===== src/rtl/sram_arb_2port_if.sv =====
// sram_arb_2port_if: one requester's val/rdy request channel plus its val/rdy response channel
interface sram_arb_2port_if #(
  parameter int p_data_nbits  = 32,
  parameter int p_num_entries = 256
);
  logic                             req_val;
  logic                             req_rdy;
  logic                             req_type;
  logic [$clog2(p_num_entries)-1:0] req_idx;
  logic [p_data_nbits/8-1:0]        req_wben;
  logic [p_data_nbits-1:0]          req_wdata;
  logic                             resp_val;
  logic                             resp_rdy;
  logic                             resp_type;
  logic [p_data_nbits-1:0]          resp_data;
  modport master (output req_val, req_type, req_idx, req_wben, req_wdata, resp_rdy,
                  input  req_rdy, resp_val, resp_type, resp_data);
  modport slave  (input  req_val, req_type, req_idx, req_wben, req_wdata, resp_rdy,
                  output req_rdy, resp_val, resp_type, resp_data);
endinterface


===== src/rtl/sram_arb_2port.sv =====
// sram_arb_2port: two-requester arbiter/sequencer for one single-port SRAM with per-requester 2-entry response queues.
// Round-robin by default; define SRAM_ARB_FIXED_PRIO_EN to make requester 0 always win.
module sram_arb_2port #(
  parameter  int p_data_nbits  = 32,
  parameter  int p_num_entries = 256,
  localparam int c_addr_nbits  = $clog2(p_num_entries),
  localparam int c_data_nbytes = p_data_nbits/8
) (
  input  logic                     clk,
  input  logic                     reset,
  sram_arb_2port_if.slave          req0,
  sram_arb_2port_if.slave          req1,
  output logic                     port0_val,
  output logic                     port0_type,
  output logic [c_addr_nbits-1:0]  port0_idx,
  output logic [c_data_nbytes-1:0] port0_wben,
  output logic [p_data_nbits-1:0]  port0_wdata,
  input  logic [p_data_nbits-1:0]  port0_rdata
);
  logic [1:0]               w_val, w_type, w_rrdy, w_deq, w_enq, w_el, w_cand, w_grant;
  logic                     w_g0, w_gnt, w_win;
  logic [c_addr_nbits-1:0]  w_idx   [2];
  logic [c_data_nbytes-1:0] w_wben  [2];
  logic [p_data_nbits-1:0]  w_wdata [2];
  logic [1:0]               r_occ   [2];
  logic [1:0]               r_head;
  logic [1:0]               r_q_type [2];
  logic [p_data_nbits-1:0]  r_q_data [2][2];
  logic                     r_infl_val, r_infl_own, r_infl_type;
`ifndef SRAM_ARB_FIXED_PRIO_EN
  logic                     r_prio;
`endif

  assign w_val      = {req1.req_val, req0.req_val};
  assign w_type     = {req1.req_type, req0.req_type};
  assign w_rrdy     = {req1.resp_rdy, req0.resp_rdy};
  assign w_idx[0]   = req0.req_idx;
  assign w_idx[1]   = req1.req_idx;
  assign w_wben[0]  = req0.req_wben;
  assign w_wben[1]  = req1.req_wben;
  assign w_wdata[0] = req0.req_wdata;
  assign w_wdata[1] = req1.req_wdata;

  assign req0.req_rdy   = w_grant[0];
  assign req1.req_rdy   = w_grant[1];
  assign req0.resp_val  = r_occ[0] != 2'd0;
  assign req1.resp_val  = r_occ[1] != 2'd0;
  assign req0.resp_type = (r_occ[0] != 2'd0) && r_q_type[0][r_head[0]];
  assign req1.resp_type = (r_occ[1] != 2'd0) && r_q_type[1][r_head[1]];
  assign req0.resp_data = (r_occ[0] != 2'd0) ? r_q_data[0][r_head[0]] : '0;
  assign req1.resp_data = (r_occ[1] != 2'd0) ? r_q_data[1][r_head[1]] : '0;

  // A requester is eligible only if its queue can absorb everything already issued for it.
  always_comb begin
    w_deq = '0;
    w_enq = '0;
    w_el  = '0;
    for (int n = 0; n < 2; n++) begin
      w_deq[n] = (r_occ[n] != 2'd0) && w_rrdy[n];
      w_enq[n] = r_infl_val && (r_infl_own == 1'(n));
      w_el[n]  = ({1'b0, r_occ[n]} + {2'b0, w_enq[n]} - {2'b0, w_deq[n]}) < 3'd2;
    end
    w_cand = w_val & w_el;
`ifdef SRAM_ARB_FIXED_PRIO_EN
    w_g0 = w_cand[0];
`else
    w_g0 = w_cand[0] && (!w_cand[1] || !r_prio);
`endif
    w_grant = {w_cand[1] && !w_g0, w_g0};
  end

  assign w_gnt       = |w_grant;
  assign w_win       = w_grant[1];
  assign port0_val   = w_gnt;
  assign port0_type  = w_gnt && w_type[w_win];
  assign port0_idx   = w_gnt ? w_idx[w_win]   : '0;
  assign port0_wben  = w_gnt ? w_wben[w_win]  : '0;
  assign port0_wdata = w_gnt ? w_wdata[w_win] : '0;

`ifndef SRAM_ARB_FIXED_PRIO_EN
  always_ff @(posedge clk or posedge reset)
    if (reset) r_prio <= 1'b0;
    else if (w_gnt) r_prio <= ~w_win;
`endif

  always_ff @(posedge clk or posedge reset)
    if (reset) begin
      r_infl_val  <= 1'b0;
      r_infl_own  <= 1'b0;
      r_infl_type <= 1'b0;
      r_head      <= '0;
      for (int n = 0; n < 2; n++) begin
        r_occ[n]    <= '0;
        r_q_type[n] <= '0;
        for (int k = 0; k < 2; k++) r_q_data[n][k] <= '0;
      end
    end else begin
      r_infl_val  <= w_gnt;
      r_infl_own  <= w_win;
      r_infl_type <= port0_type;
      for (int n = 0; n < 2; n++) begin
        if (w_enq[n]) begin
          r_q_data[n][r_head[n] ^ r_occ[n][0]] <= r_infl_type ? '0 : port0_rdata;
          r_q_type[n][r_head[n] ^ r_occ[n][0]] <= r_infl_type;
        end
        r_occ[n]  <= r_occ[n] + {1'b0, w_enq[n]} - {1'b0, w_deq[n]};
        r_head[n] <= r_head[n] ^ w_deq[n];
      end
    end
endmodule


===== src/flat_wrapper.sv =====
// flat-port wrapper written by rule: the top's interface ports become plain ports
module sram_arb_2port_flat 
#(
  parameter  int p_data_nbits  = 32,
  parameter  int p_num_entries = 256,
  localparam int c_addr_nbits  = $clog2(p_num_entries),
  localparam int c_data_nbytes = p_data_nbits/8
)
  (clk, reset, port0_val, port0_type, port0_idx, port0_wben, port0_wdata, port0_rdata, req0_req_val, req0_req_type, req0_req_idx, req0_req_wben, req0_req_wdata, req0_resp_rdy, req0_req_rdy, req0_resp_val, req0_resp_type, req0_resp_data, req1_req_val, req1_req_type, req1_req_idx, req1_req_wben, req1_req_wdata, req1_resp_rdy, req1_req_rdy, req1_resp_val, req1_resp_type, req1_resp_data);
  sram_arb_2port_if #(.p_data_nbits(p_data_nbits), .p_num_entries(p_num_entries)) req0_i ();
  sram_arb_2port_if #(.p_data_nbits(p_data_nbits), .p_num_entries(p_num_entries)) req1_i ();
  input  logic clk;
  input  logic reset;
  output logic port0_val;
  output logic port0_type;
  output logic [c_addr_nbits-1:0] port0_idx;
  output logic [c_data_nbytes-1:0] port0_wben;
  output logic [p_data_nbits-1:0] port0_wdata;
  input  logic [p_data_nbits-1:0] port0_rdata;
  input wire logic [$bits(req0_i.req_val)-1:0] req0_req_val;
  input wire logic [$bits(req0_i.req_type)-1:0] req0_req_type;
  input wire logic [$bits(req0_i.req_idx)-1:0] req0_req_idx;
  input wire logic [$bits(req0_i.req_wben)-1:0] req0_req_wben;
  input wire logic [$bits(req0_i.req_wdata)-1:0] req0_req_wdata;
  input wire logic [$bits(req0_i.resp_rdy)-1:0] req0_resp_rdy;
  output wire logic [$bits(req0_i.req_rdy)-1:0] req0_req_rdy;
  output wire logic [$bits(req0_i.resp_val)-1:0] req0_resp_val;
  output wire logic [$bits(req0_i.resp_type)-1:0] req0_resp_type;
  output wire logic [$bits(req0_i.resp_data)-1:0] req0_resp_data;
  input wire logic [$bits(req1_i.req_val)-1:0] req1_req_val;
  input wire logic [$bits(req1_i.req_type)-1:0] req1_req_type;
  input wire logic [$bits(req1_i.req_idx)-1:0] req1_req_idx;
  input wire logic [$bits(req1_i.req_wben)-1:0] req1_req_wben;
  input wire logic [$bits(req1_i.req_wdata)-1:0] req1_req_wdata;
  input wire logic [$bits(req1_i.resp_rdy)-1:0] req1_resp_rdy;
  output wire logic [$bits(req1_i.req_rdy)-1:0] req1_req_rdy;
  output wire logic [$bits(req1_i.resp_val)-1:0] req1_resp_val;
  output wire logic [$bits(req1_i.resp_type)-1:0] req1_resp_type;
  output wire logic [$bits(req1_i.resp_data)-1:0] req1_resp_data;
  assign req0_i.req_val = req0_req_val;
  assign req0_i.req_type = req0_req_type;
  assign req0_i.req_idx = req0_req_idx;
  assign req0_i.req_wben = req0_req_wben;
  assign req0_i.req_wdata = req0_req_wdata;
  assign req0_i.resp_rdy = req0_resp_rdy;
  assign req0_req_rdy = req0_i.req_rdy;
  assign req0_resp_val = req0_i.resp_val;
  assign req0_resp_type = req0_i.resp_type;
  assign req0_resp_data = req0_i.resp_data;
  assign req1_i.req_val = req1_req_val;
  assign req1_i.req_type = req1_req_type;
  assign req1_i.req_idx = req1_req_idx;
  assign req1_i.req_wben = req1_req_wben;
  assign req1_i.req_wdata = req1_req_wdata;
  assign req1_i.resp_rdy = req1_resp_rdy;
  assign req1_req_rdy = req1_i.req_rdy;
  assign req1_resp_val = req1_i.resp_val;
  assign req1_resp_type = req1_i.resp_type;
  assign req1_resp_data = req1_i.resp_data;
  sram_arb_2port #(.p_data_nbits(p_data_nbits), .p_num_entries(p_num_entries)) u_core (.clk(clk), .reset(reset), .req0(req0_i), .req1(req1_i), .port0_val(port0_val), .port0_type(port0_type), .port0_idx(port0_idx), .port0_wben(port0_wben), .port0_wdata(port0_wdata), .port0_rdata(port0_rdata));
endmodule

===== config.mk =====
export PLATFORM = sky130hd
export DESIGN_NAME = sram_arb_2port_flat
export DESIGN_NICKNAME = d
export VERILOG_FILES = /design/src/rtl/sram_arb_2port_if.sv /design/src/rtl/sram_arb_2port.sv /design/src/flat_wrapper.sv
export SDC_FILE = /design/constraint.sdc
export NUM_CORES = 1
export LEC_CHECK = 0
export ABC_AREA = 0
export CORE_ASPECT_RATIO = 1.25
export CORE_UTILIZATION = 31
export CTS_CLUSTER_DIAMETER = 60
export DETAILED_ROUTE_END_ITERATION = 7
export SYNTH_ARGS = -nofsm -noshare
export SYNTH_HDL_FRONTEND = slang
export SYNTH_SLANG_ARGS = --single-unit

===== constraint.sdc =====
create_clock -name clk -period 8.5 [get_ports clk]
set_input_delay 1.275 -clock clk [delete_from_list [all_inputs] [get_ports clk]]
set_output_delay 1.275 -clock clk [all_outputs]
set_load 0.02 [all_outputs]

======== Word level (Yosys, flattened, before mapping) ========
Index checks and enable logic that the tools add are counted.
word-level totals
  bits in registers ....................... 142
  input port bits ......................... 128
  logic and storage cells ................. 108
operators by class
  add/subtract/negate cells ............... 8
  order comparisons ....................... 16
  multiplexer cells ....................... 39
  bitwise logic cells ..................... 12
  reduce and logical (&&, ||, !) cells .... 20
operator list
  kind                                                         number
  two-way mux 32 bit                                           15
  bitwise mux 64 bit                                           2
  demux 32 bit (select 1 bit)                                  2
  two-way mux 8 bit                                            4
  two-way mux 4 bit                                            4
  logical AND 1 bit                                            13
  greater-or-equal comparator 2 bit (second input constant)    5
  less-than comparator 1 x 2 -> 1 bit (second input constant)  5
  inverter 1 -> 2 bit                                          5
  two-way mux 1 bit                                            8
  adder 2 x 1 -> 3 bit                                         2
  less-than comparator 3 x 2 -> 1 bit (second input constant)  2
  subtractor 3 x 1 -> 3 bit                                    2
  adder 2 x 1 -> 2 bit                                         2
  bitwise mux 2 bit                                            2
  less-than comparator 2 x 1 -> 1 bit (second input constant)  2
  nonzero test 2 bit                                           2
  subtractor 2 x 1 -> 2 bit                                    2
  XOR 1 bit                                                    4
  logical NOT 1 bit                                            3
  AND 2 bit                                                    1
  demux 1 bit (select 1 bit)                                   2
  greater-or-equal comparator 1 bit (second input constant)    2
  inverter 1 bit                                               2
  other kinds (2)                                              2

======== Depth between registers and ports, before layout ========
Gate-level depths: netlist of run 1.
  word-level depth ........................ 16
  mapped depth ............................ 13
  depth with buffers taken out ............ 11

======== Worst setup path after synthesis of run 1 ========
No wires, ideal clock.
  path type ............................... input to output
  from .................................... in req1_resp_rdy
  to ...................................... out port0_wdata[22]
  arrival ................................. 3.535 ns
  required time ........................... 7.225 ns
  path slack .............................. 3.690 ns
  stages .................................. 10
  path buffers ............................ 1
  cells stage by stage .................... and2_1 -> ha_1 -> inv_1 -> ha_1 -> inv_1 -> fa_1 -> and2_1 -> a311oi_4 -> buf_6 -> a22o_1
between the ends
  word-level cells in the longest chain between the ends .. 14
ends and longest elaborated chain
  what                                                    RTL line              RTL
  from (decl)                                             flat_wrapper.sv:35    input wire logic [$bits(req1_i.resp_rdy)-1:0] req1_resp_rdy;
  logical AND 1 bit *                                     sram_arb_2port.sv:59  w_deq[n] = (r_occ[n] != 2'd0) && w_rrdy[n];
  subtractor 3 x 1 -> 3 bit *                             sram_arb_2port.sv:61  w_el[n] = ({1'b0, r_occ[n]} + {2'b0, w_enq[n]} - {2'b0, w_deq[n]}) < 3'd2;
  less-than comparator 3 x 2 -> 1 bit *                   sram_arb_2port.sv:61
  AND 2 bit *                                             sram_arb_2port.sv:63  w_cand = w_val & w_el;
  logical NOT 1 bit *                                     sram_arb_2port.sv:67  w_g0 = w_cand[0] && (!w_cand[1] || !r_prio);
  logical OR 1 bit *                                      sram_arb_2port.sv:67
  logical AND 1 bit *                                     sram_arb_2port.sv:67
  named net req0_req_rdy                                  flat_wrapper.sv:26    output wire logic [$bits(req0_i.req_rdy)-1:0] req0_req_rdy;
  logical NOT 1 bit                                       sram_arb_2port.sv:69  w_grant = {w_cand[1] && !w_g0, w_g0};
  logical AND 1 bit                                       sram_arb_2port.sv:69
  inverter 1 -> 2 bit (implied by the code)               sram_arb_2port.sv:78  assign port0_wdata = w_gnt ? w_wdata[w_win] : '0;
  two-way mux 32 bit (implied by the code) (3 in series)  sram_arb_2port.sv:78
  two-way mux 32 bit *                                    sram_arb_2port.sv:78
  to (decl)                                               flat_wrapper.sv:18    output logic [p_data_nbits-1:0] port0_wdata;
The timed path passes the listed nets; every way through them passes the cells marked *. The select of a mux whose other input is x is not followed.

======== Worst setup path in the final report of run 1 ========
  from .................................... reg u_core.r_occ[2] (netlist bit)
  to ...................................... out port0_wdata[10]
between the ends
  word-level cells in the longest chain between the ends .. 13
ends and longest elaborated chain
  what                                                          RTL line               RTL
  from (decl)                                                   sram_arb_2port.sv:25   logic [1:0] r_occ [2];
  from (signal, indexed assignment)                             sram_arb_2port.sv:106  r_occ[n] <= r_occ[n] + {1'b0, w_enq[n]} - {1'b0, w_deq[n]};
  branches (longest 2 deep; another with adder 2 x 1 -> 3 bit)  -
  subtractor 3 x 1 -> 3 bit *                                   sram_arb_2port.sv:61
  less-than comparator 3 x 2 -> 1 bit *                         sram_arb_2port.sv:61
  AND 2 bit *                                                   sram_arb_2port.sv:63
  logical AND 1 bit *                                           sram_arb_2port.sv:67
  logical NOT 1 bit                                             sram_arb_2port.sv:69
  logical AND 1 bit                                             sram_arb_2port.sv:69
  inverter 1 -> 2 bit (implied by the code)                     sram_arb_2port.sv:78
  two-way mux 32 bit (implied by the code) (3 in series)        sram_arb_2port.sv:78
  two-way mux 32 bit *                                          sram_arb_2port.sv:78
Every way passes the cells marked *. The select of a mux whose other input is x is not followed.

==> results of run 1 <==
## registers in the layout, summed over array words and instances (netlist names)
register and cells:
u_core.r_head 2, u_core.r_infl_own 1, u_core.r_infl_type 1, u_core.r_infl_val 1, u_core.r_occ 4, u_core.r_prio 1
u_core.r_q_data 128, u_core.r_q_type 4
## stage by stage
step                hold slack (ns)  power, mW  cells  utilization [%]  worst slack [ns]
floorplan                     0.457       2.76    565                -              3.42
global placement              0.469       3.77   1061             43.7              2.63
detailed placement            0.476       3.85   1061             43.7              2.55
CTS                           0.508       4.68   1093             46.6              2.30
global route                  0.516       4.88   1093             46.6              2.05
finish                        0.499       4.61   1093             46.6              2.38
## Yosys cell counts (all sizes together) (2+ instances only)
master / instances / area (sq um)
nand2: 3 / 11.3
xnor2: 2 / 17.5
mux2i: 66 / 661
nor2: 70 / 265
buf: 31 / 205
a22o: 45 / 394
ha: 4 / 50.1
inv: 10 / 37.5
mux2: 132 / 1490
and2: 3 / 18.8
clkbuf: 9 / 33.8
fa: 2 / 40.0
xor2: 5 / 43.8
nor2b: 34 / 213
dfrtp: 142 / 3550
## logic make-up (layout without fill, tap and decap cells)
family / Yosys count / after routing / synth area share (%)
AOI/OAI and AO/OA: 49 / 49 / 6.21
buffers and inverters: 50 / 295 / 3.90
xor gates and xnor gates: 7 / 7 / 0.864
and+or+nand+nor: 113 / 113 / 7.41
muxes: 198 / 198 / 30.3
adders and majority gates: 6 / 6 / 1.27
DFF: 142 / 142 / 50.1
## report_power, final
group          internal (mW)  switching, mW
registers              0.996          0.211
clock network          0.505          0.300
logic                   1.30           1.31
## worst register-to-register path, delay by kind of cell (launching register included)
family                     cells  cell delay [ns]
AOI/OAI and AO/OA              2             0.54
adders and majority gates      3             0.92
buffers and inverters          4             0.70
DFF                            1             0.44
and+or+nand+nor                3             1.17
## how the worst max path moves through the flow
stage | startpoint | end | slack [ns] | depth (start not counted)
final | u_core.r_occ[2] | port0_wdata[10] | 2.38 | 13
after global routing | u_core.r_occ[2] | port0_wdata[10] | 2.05 | 13
after CTS | u_core.r_occ[2] | port0_wdata[10] | 2.30 | 13
after detailed placement | req1_resp_rdy | port0_wdata[10] | 2.55 | 12
after global placement | req1_resp_rdy | port0_wdata[10] | 2.63 | 12
after floorplan | reset | u_core.r_head[0] | 3.42 | 1
## metal layers
layer / share of wire, % / GRT usage [%] / vias to the layer above
li1: - / - / 2444
met4: 1.3 / 5.83 / 0
met5: 0 / 0 / -
met2: 53 / 31.7 / 118
met1: 43 / 21.7 / 2700
met3: 3.0 / 3.26 / 23
## final cells by class
cell class / count / area (sq um)
sequential: 142 / 3560
multi-input combinational: 373 / 3310
clock inverter: 14 / 203
clock buffer: 18 / 439
fill: 2023 / 12000
timing repair buffer: 253 / 2510
tap: 283 / 354
inverter: 10 / 42.5
==> impl_metrics.toml, run 1 <==
[critical_path]
rr_endpoint = "u_core.r_infl_type"
cpMostUsedCell = "inv_1"
end_kind = "primary output"
cp_slowest_cell = "nor2_4"
critPathArrivalTime_ns = 4.84
cp_data_required_time_ns = 7.22
crit_type = "flip-flop to primary output"
critical_path.top_delay_family = "buffers and inverters"
critPathMaxStageDelay_ns = 0.82
cp_cell_sequence = "nor2_4 > inv_1 > and2_1 > ha_1 > inv_1 > ha_1 > inv_1 > fa_1 > nand2_1 > a311oi_4 > buf_4 > a22o_1 > clkdlybuf4s50_1"
cp_max_fo = 46
path_buf_inv = 5
rrSetupSlack_ns = 4.66
cp-start-kind = "flip-flop"
worst_r2r_path_depth = 12
r2r_start = "u_core.r_occ[2]"

[clock_network]
clk_pin_slew_ns = 0.07
numCtsBuffers = 17
root_buffer = "clkbuf_16"
cts_tree = "yes"
cts_resized = 0
hold_buffers = 0
clkLatencyLatePin_ns = 0.42
clk_path_buf_depth = 2
postCtsSetupRepairBufs = 0
cts_htree_levels = 4
clock-sinks = 142

[global_route]
grt_pass1_wl_um = 31600
grt_max_degree = 74
antenna_found_initial = 0
grt_pass1_vias = 5818
gr-total-overflow = 0
grtUsageTotal_pct = 17.9

[finish]
syn_to_final_growth_pct = 46.7
final_cell_mix = "243 x clkdlybuf4s50_1, 139 x dfrtp_1, 129 x mux2_2, 66 x mux2i_1, 66 x nor2_1"
layout_commonest_cell = "clkdlybuf4s50_1"
n_antenna_cell = 0
finalNetCount = 931
drive_above_1_share_pct = 22.6
design_area_sq_um = 10400

[sta]
fmax_mhz = 163
slew_headroom_pct = 31.5
worst_slew_pin_slew_ns = 1.02
drv_slew = 0
hold_violations = 0
fin_tns_setup_ns = 0
post-route-min-period_ns = 6.12
finClkSkew_ns = 0.00709
finalSetupViolations = 0
finalCritPeriodShare_pct = 72.0
rsz0062_at_grt = "false"

[min_path]
holdPathEnd = "u_core.r_q_data[58]"
min_from = "u_core.r_q_data[58]"
hold_class = "flip-flop to flip-flop"
holdPathStages = 1

[floorplan]
dieArea_sq_um = 23500
ios = 244
chipHeight_um = 171
num_rows = 61
floorplan.initialDensity_pct = 31.7
core_area_sq_um = 22400
die_w_um = 137

[placement]
routabilityCongestion = 1.03
io_buffers = 243
placed_area_sq_um = 9770
post-dp-hpwl_um = 14200

[routing]
drt_pre_antenna_iters = 4
via_per_inst = 4.84
post_drt_wl_per_cell_um = 18.7
drt_iter0_drc = 159
drcViolationCount = 0
num_vias = 5285
ant_nets = 0
postRouteWirelength_um = 20500

[synthesis]
yosysWarnings = 0
synth_nets = 699
synth_flop_cell = "dfrtp_1"
synth-edff-count = 0
synth_area_sq_um = 7090
synthDistinctLibCells = 26
seq_area_frac_synth_pct = 50.1
ys_ff_latch = 142
async_flop_share_pct = 100
syn_inst = 565
postSynthAreaPerCell_sq_um = 12.6

[power]
p_per_area_nw_per_um2 = 443
ir_drop_mv = 0.214
power.leakage_nw = 4.56

[run_status]
status = "finished, final reports clean"

[flow_run]
cap_viol_max_count = 0
Note: power is estimated with default switching activity, not from simulation.
==> run 2, diff against run 1 <==
clock period = 5.4 ns   (was 8.5 ns; I/O delays follow)
==> run 2 against run 1 <==
Critical path depth decreased by 1. Non-clock buffer count grew 2. Register-to-register slack lost 2.3 ns. Power rose by 53%. Worst setup slack worse by 2.0 ns. Wire length is 0.94% lower. Combinational power grew 57%. Clock power up 32%. Critical path type is now input port to primary output. Critical endpoint unchanged. Largest power group unchanged. Highest routed layer unchanged.
==> impl_metrics.toml, run 2 (synthesis gave the netlist of run 1 again) <==
[run_status]
status = "finished, final reports clean"

[sta]
finalSetupViolations = 0
holdWs_ns = 0.486
slew_headroom_pct = 43.7
fin_tns_setup_ns = 0
finClkSkew_ns = 0.00626
worst_slew_pin_slew_ns = 0.845
post-route-min-period_ns = 4.99
fin_ws_ns = 0.413
rsz0062_at_grt = "false"
drv_slew = 0
fmax_mhz = 201
finalCritPeriodShare_pct = 92.4
hold_violations = 0

[finish]
largest_register_ffs = 128
top_register = "u_core.r_q_data"
final_util_pct = 46.2
finalNetCount = 933
layout_commonest_cell = "clkdlybuf4s50_1"
n_antenna_cell = 0
drive_above_1_share_pct = 22.8
final_cell_mix = "242 x clkdlybuf4s50_1, 139 x dfrtp_1, 129 x mux2_2, 66 x mux2i_1, 66 x nor2_1"
reg.largest.list = "u_core.r_q_data (128), u_core.r_occ (4), u_core.r_q_type (4)"
syn_to_final_growth_pct = 45.6

[min_path]
min_from = "u_core.r_q_data[58]"
hold_class = "flip-flop to flip-flop"

[power]
ir_drop_mv = 0.376
p_per_area_nw_per_um2 = 685
power.leakage_nw = 4.52

[flow_run]
cap_viol_max_count = 0

[routing]
drcViolationCount = 0
wl_met1_um = 8440
drt_iter0_drc = 169
top_layer = "met4"
num_vias = 5331
postRouteWirelength_um = 20300
dr_wl_met2_um = 10700
post_drt_wl_per_cell_um = 18.5
via_per_inst = 4.87
ant_nets = 0
drt_pre_antenna_iters = 6
met3_length_um = 701

[placement]
routabilityCongestion = 0.910
post-dp-hpwl_um = 14100
io_buffers = 243
pre_cts_ws_ns = 0.399

[critical_path]
cp_max_fo = 46
end_kind = "primary output"
crit_start = "req1_resp_rdy"
cp_slowest_cell = "clkdlybuf4s50_1"
r2r_start = "u_core.r_occ[1]"
crit_type = "input port to primary output"
critPathMaxStageDelay_ns = 0.63
cp_data_required_time_ns = 4.59
cp_cell_sequence = "clkdlybuf4s50_1 > and2_1 > ha_1 > inv_1 > ha_1 > inv_1 > fa_1 > and2_1 > a311oi_4 > buf_4 > a22o_1 > clkdlybuf4s50_1"
cp-start-kind = "input port"
critPathArrivalTime_ns = 4.18

[floorplan]
dieArea_sq_um = 23500
num_rows = 61
ios = 244
chipHeight_um = 171
die_w_um = 137
floorplan.initialDensity_pct = 31.7
core_area_sq_um = 22400

[global_route]
antenna_found_initial = 0
gr-total-overflow = 0
grt_max_degree = 66
grt_pass1_wl_um = 31600
grtUsageTotal_pct = 18.0
grt_pass1_vias = 5833

[clock_network]
numCtsBuffers = 17
cts_htree_levels = 4
clock-sinks = 142
clk_path_buf_depth = 2
hold_buffers = 0
cts_resized = 0
root_buffer = "clkbuf_16"
postCtsSetupRepairBufs = 0
clk_pin_slew_ns = 0.06
clkLatencyLatePin_ns = 0.43
cts_tree = "yes"
## run 2: changes by cell type in the layout (fill, tap and decap cells not counted), sizes merged
cell,delta
clkinv,+5
clkinvlp,+2
buf,+3
clkbuf,+1
bufinv,-4
clkdlybuf4s50,-1
inv,-4
## run 2: cell type report
type | instances | area, sq um
fillers | 2036 | 12000
inverters | 10 | 42.5
clock buffers | 19 | 443
repair buffers | 255 | 2530
multi-input cells | 373 | 3310
well taps | 283 | 354
clock inverters | 13 | 92.6
flip-flops and latches | 142 | 3560
## run 2: path summary, 6_finish.rpt
kind                       depth (start not counted)                   to  slack, ns
setup / recovery                                  12      port0_wdata[10]       0.41
hold / removal                                     1  u_core.r_q_data[58]       0.49
setup reg to reg                                  12   u_core.r_infl_type       2.33
hold reg to reg                                    1  u_core.r_q_data[58]       0.49
max in group asynchronous                          3   u_core.r_infl_type       3.54
min in group asynchronous                          2  u_core.r_q_data[86]       0.85
## run 2: where the power goes
part	switching (mW)	internal, mW
registers	0.369	1.57
clock network	0.462	0.598
logic	2.02	2.06
total	2.85	4.23
## run 2: layer usage
metal	vias to the layer above	track usage (%)
met3	26	3.94
met2	129	32.1
li1	2452	-
met4	0	6.35
met1	2724	21.1
met5	-	0
## run 2: through the flow
step	std cells	total power [mW]	instance area, sq um
detailed placement	1063	6.08	9790
floorplan	565	4.35	7090
finish	1095	7.07	10300
global placement	1063	5.96	9790
global route	1095	7.50	10300
CTS	1095	7.17	10300
## run 2: worst max-delay path: cells and delay by family
| kind | cells | cell delay (ns) |
|---|---|---|
| buffers and inverters | 5 | 1.61 |
| adder cells (fa/ha/maj) | 3 | 0.83 |
| AO/OA/AOI/OAI | 2 | 0.53 |
| AND/OR/NAND/NOR | 2 | 0.35 |
==> edit 1: new RTL, flow settings as in run 2 <==
Reset style: synchronous (`reset`), changed in 2 clocked blocks.
--- a/src/rtl/sram_arb_2port.sv
+++ b/src/rtl/sram_arb_2port.sv
@@ -79,10 +79,10 @@
 
 `ifndef SRAM_ARB_FIXED_PRIO_EN
-  always_ff @(posedge clk or posedge reset)
+  always_ff @(posedge clk)
     if (reset) r_prio <= 1'b0;
     else if (w_gnt) r_prio <= ~w_win;
 `endif
 
-  always_ff @(posedge clk or posedge reset)
+  always_ff @(posedge clk)
     if (reset) begin
       r_infl_val  <= 1'b0;
Formal check against the unedited RTL: differs if reset is asserted again (counterexample within 4 cycles, from zero or initial values and one cycle with reset high); with reset held inactive, the same outputs for 4 cycles.
==> edit 1 against run 2 <==
Wire length down 4.8%; global-route usage is 0.43 points lower; register-to-register slack better by 210 ps; hold slack better by 21 ps; cell count is 1.0% higher; synthesized area decreased by 4.6%; non-clock buffer count decreased by 3; total power down 24%; final area down 2.5%; worst setup slack better by 76 ps; fmax is 1.5% higher; sequential cell count unchanged; sequential power decreased by 23%.
==> edit 1: results (changes against run 2) <==
cp-endpoint: "port0_idx[6]"
netlist-cell-type-count: 29  # +12%
grt_pass1_wl_um: 29300  # -7.5%
worstPathArrival_ps: 4100  # -80 ps
worstPathMaxFanout: 47  # +2.2%
nFillCells: 2009  # -1.3%
wirelength_um: 19300  # -4.8%
grt_max_degree: 48  # -27%
min_from: "u_core.r_prio"
drive_gt1_share_pct: 6.41  # -16 points
reg2reg_from: "u_core.r_occ[0][1]"
ys_top_cells_by_count: "nor2_1 (200), edfxtp_1 (132), mux2i_1 (66)"
worst_pin_slew_ps: 1210  # +370 ps
power.internal_uw: 3320  # -22%
clock_latency_ps: 410  # -20 ps
ff2ff_path_depth: 11  # -1
synth.yosys.seq_area_share_pct: 61.5  # +11 points
placed_cells: 1075  # +1.1%
r2r_setup_slack_ps: 2540  # +210 ps
outcome: "finished clean"
synth_area_leaders: "edfxtp_1 (59%), nor2_1 (11%), mux2i_1 (9.8%)"
hold_ws_ps: 507  # +21.3 ps
timing.final.crit_share_pct: 91.0  # -1.4 points
grt_use_total_pct: 17.6  # -0.43 points
async_flop_share_pct: 0  # -100 points
wl_met2_um: 10300  # -4.4%
==> edit 1: cell count changes after synthesis, moves of 11 or more <==
cell	before	now
clkbuf_1	9	20
dfrtp_1	142	0
edfxtp_1	0	132
mux2_2	129	0
nand2b_1	1	33
nor2_1	69	200
nor2b_1	34	5
==> edit 1: worst min-delay path by stage <==
stage,to,cells after the start
2_1_floorplan,u_core.r_prio,2
3_3_place_gp,u_core.r_prio,2
3_5_place_dp,u_core.r_prio,2
4_1_cts,u_core.r_prio,2
5_1_grt,u_core.r_prio,2
6_report,u_core.r_prio,2
==> edit 1: logic make-up (layout without fill, tap and decap cells) <==
logic type / Yosys count / after routing / share of synthesized area (%)
xor+xnor: 6 / 6 / 0.777
buf+inv: 52 / 294 / 3.66
fa+ha+maj: 6 / 6 / 1.33
flops: 142 / 142 / 61.5
simple gates: 260 / 260 / 16.2
mux: 66 / 66 / 9.77
compound gates: 53 / 53 / 6.69
==> edit 1: routing by layer <==
layer / vias up / GRT usage [%]
met3: 15 / 4.21
met2: 214 / 32.8
met1: 2499 / 19.4
li1: 2496 / -
met5: - / 0
met4: 0 / 5.86
==> edit 1: power by group through the flow <==
| stage | clock, µW | sequential, µW | combinational, µW |
|---|---|---|---|
| after CTS | 1220 | 1510 | 2690 |
| after detailed placement | 0 | 1530 | 2670 |
| after global placement | 0 | 1530 | 2670 |
| final | 1200 | 1500 | 2650 |
| after floorplan | 0 | 1440 | 1600 |
| after global routing | 1260 | 1530 | 2840 |
==> edit 1: area by class of cell <==
type | count | share of cell area [%]
Multi-Input combinational cell | 391 | 23.8
Timing Repair Buffer | 252 | 24.9
Clock inverter | 14 | 1.79
Inverter | 11 | 0.410
Tap cell | 279 | 3.47
Clock buffer | 17 | 4.23
Sequential cell | 142 | 41.4
==> edit 2: new RTL, settings of run 2 <==
Without the edit above. `p_num_entries` is set to 256 in 3 places; all go to 512.
--- a/src/rtl/sram_arb_2port_if.sv
+++ b/src/rtl/sram_arb_2port_if.sv
@@ -2,5 +2,5 @@
 interface sram_arb_2port_if #(
   parameter int p_data_nbits  = 32,
-  parameter int p_num_entries = 256
+  parameter int p_num_entries = 512
 );
   logic                             req_val;
--- a/src/rtl/sram_arb_2port.sv
+++ b/src/rtl/sram_arb_2port.sv
@@ -3,5 +3,5 @@
 module sram_arb_2port #(
   parameter  int p_data_nbits  = 32,
-  parameter  int p_num_entries = 256,
+  parameter  int p_num_entries = 512,
   localparam int c_addr_nbits  = $clog2(p_num_entries),
   localparam int c_data_nbytes = p_data_nbits/8
--- a/src/flat_wrapper.sv
+++ b/src/flat_wrapper.sv
@@ -3,5 +3,5 @@
 #(
   parameter  int p_data_nbits  = 32,
-  parameter  int p_num_entries = 256,
+  parameter  int p_num_entries = 512,
   localparam int c_addr_nbits  = $clog2(p_num_entries),
   localparam int c_data_nbytes = p_data_nbits/8
Interface: changed (resized port0_idx, req0_req_idx and req1_req_idx); port bits go from 244 to 247. The function was not compared with the original's and may differ.
==> edit 2 against run 2 <==
Hold slack gained 3.6 ps; wire length is 1.1% higher; fmax fell by 0.25%; sequential cell count unchanged; total power up 4.4%; final area grew 2.9%; synthesized area is 2.9% higher; worst setup slack lost 12 ps; largest cell class unchanged; largest power group unchanged.
==> edit 2: results (changes against run 2) <==
outcome: "finished clean"
final_net_count: 941  # +0.86%
worstPathMaxFanout: 37  # -20%
fin_ws_ps: 400  # -12.4 ps
hold_path_end: "u_core.r_q_data[83]"
slowest_delay_ps: 630  # about the same
slew_headroom_pct: 44.2  # +0.55 points
synth_area_leaders: "dfrtp_1 (49%), mux2_2 (12%), mux2_4 (9.9%)"
placed_cells: 1074  # +1.0%
ir_drop_mv: 0.340  # -9.6%
grt_max_degree: 81  # +23%
syn_nets: 703  # +0.57%
grt_antenna_before_repair: 0  # unchanged
grt_pass1_vias: 5690  # -2.5%
p_sw_uw: 2920  # +2.7%
muxShareOfSynthArea_pct: 31.9  # +1.6 points
worstPathArrival_ps: 4190  # about the same
synth.yosys.seq_area_share_pct: 48.7  # -1.4 points
synth_compound_area_share_pct: 6.00  # -0.21 points
synth-xor-area-share_pct: 0.942  # +0.078 points
placed_cell_area_mm2: 0.0100  # +2.4%
dp_worst_setup_slack_ps: 383  # -15.7 ps
skew_ps: 11.5  # +5.22 ps
netlist-cell-type-count: 28  # +7.7%
cp-endpoint: "port0_idx[0]"
leakage_uw: 0.00470  # +4.1%
nFillCells: 2127  # +4.5%
dr.pass1.iters: 4  # -2
min_from: "u_core.r_q_data[83]"
synthAdderAreaFrac_pct: 1.23  # -0.036 points
worstReg2RegEnd: "u_core.r_infl_type"
ys_top_cells_by_count: "dfrtp_1 (142), mux2_2 (81), nor2_1 (68)"
port_buffers: 246  # +1.2%
grt_pass1_wl_um: 33100  # +4.7%
gp_congestion: 0.786  # -14%
hold_ws_ps: 490  # +3.64 ps
wire_per_inst_um: 18.5  # about the same
-- edit 2: cell count changes after synthesis, sizes merged --
cell and delta:
a22o +1, clkbuf +1
-- edit 2: metal layers --
layer,routed length [µm],global-route usage (%)
met1,9440,23.5
met2,10300,30.2
met3,535,3.31
met4,216,4.31
met5,0,0
-- edit 2: power by group through the flow --
stage / Combinational (µW) / Sequential (µW) / Clock [µW]
after global placement: 4260 / 1930 / 0
after floorplan: 2720 / 1770 / 0
after global routing: 4540 / 2000 / 1290
after CTS: 4310 / 1930 / 1240
final: 4240 / 1930 / 1210
after detailed placement: 4290 / 1940 / 0
-- edit 2: cell type report --
cell class | count | area, µm² | share of cell area [%]
Clock buffer | 17 | 425 | 4.00
Clock inverter | 15 | 171 | 1.61
Inverter | 10 | 42.5 | 0.400
Multi-Input combinational cell | 374 | 3500 | 33.0
Sequential cell | 142 | 3560 | 33.5
Tap cell | 288 | 360 | 3.39
Timing Repair Buffer | 260 | 2570 | 24.2
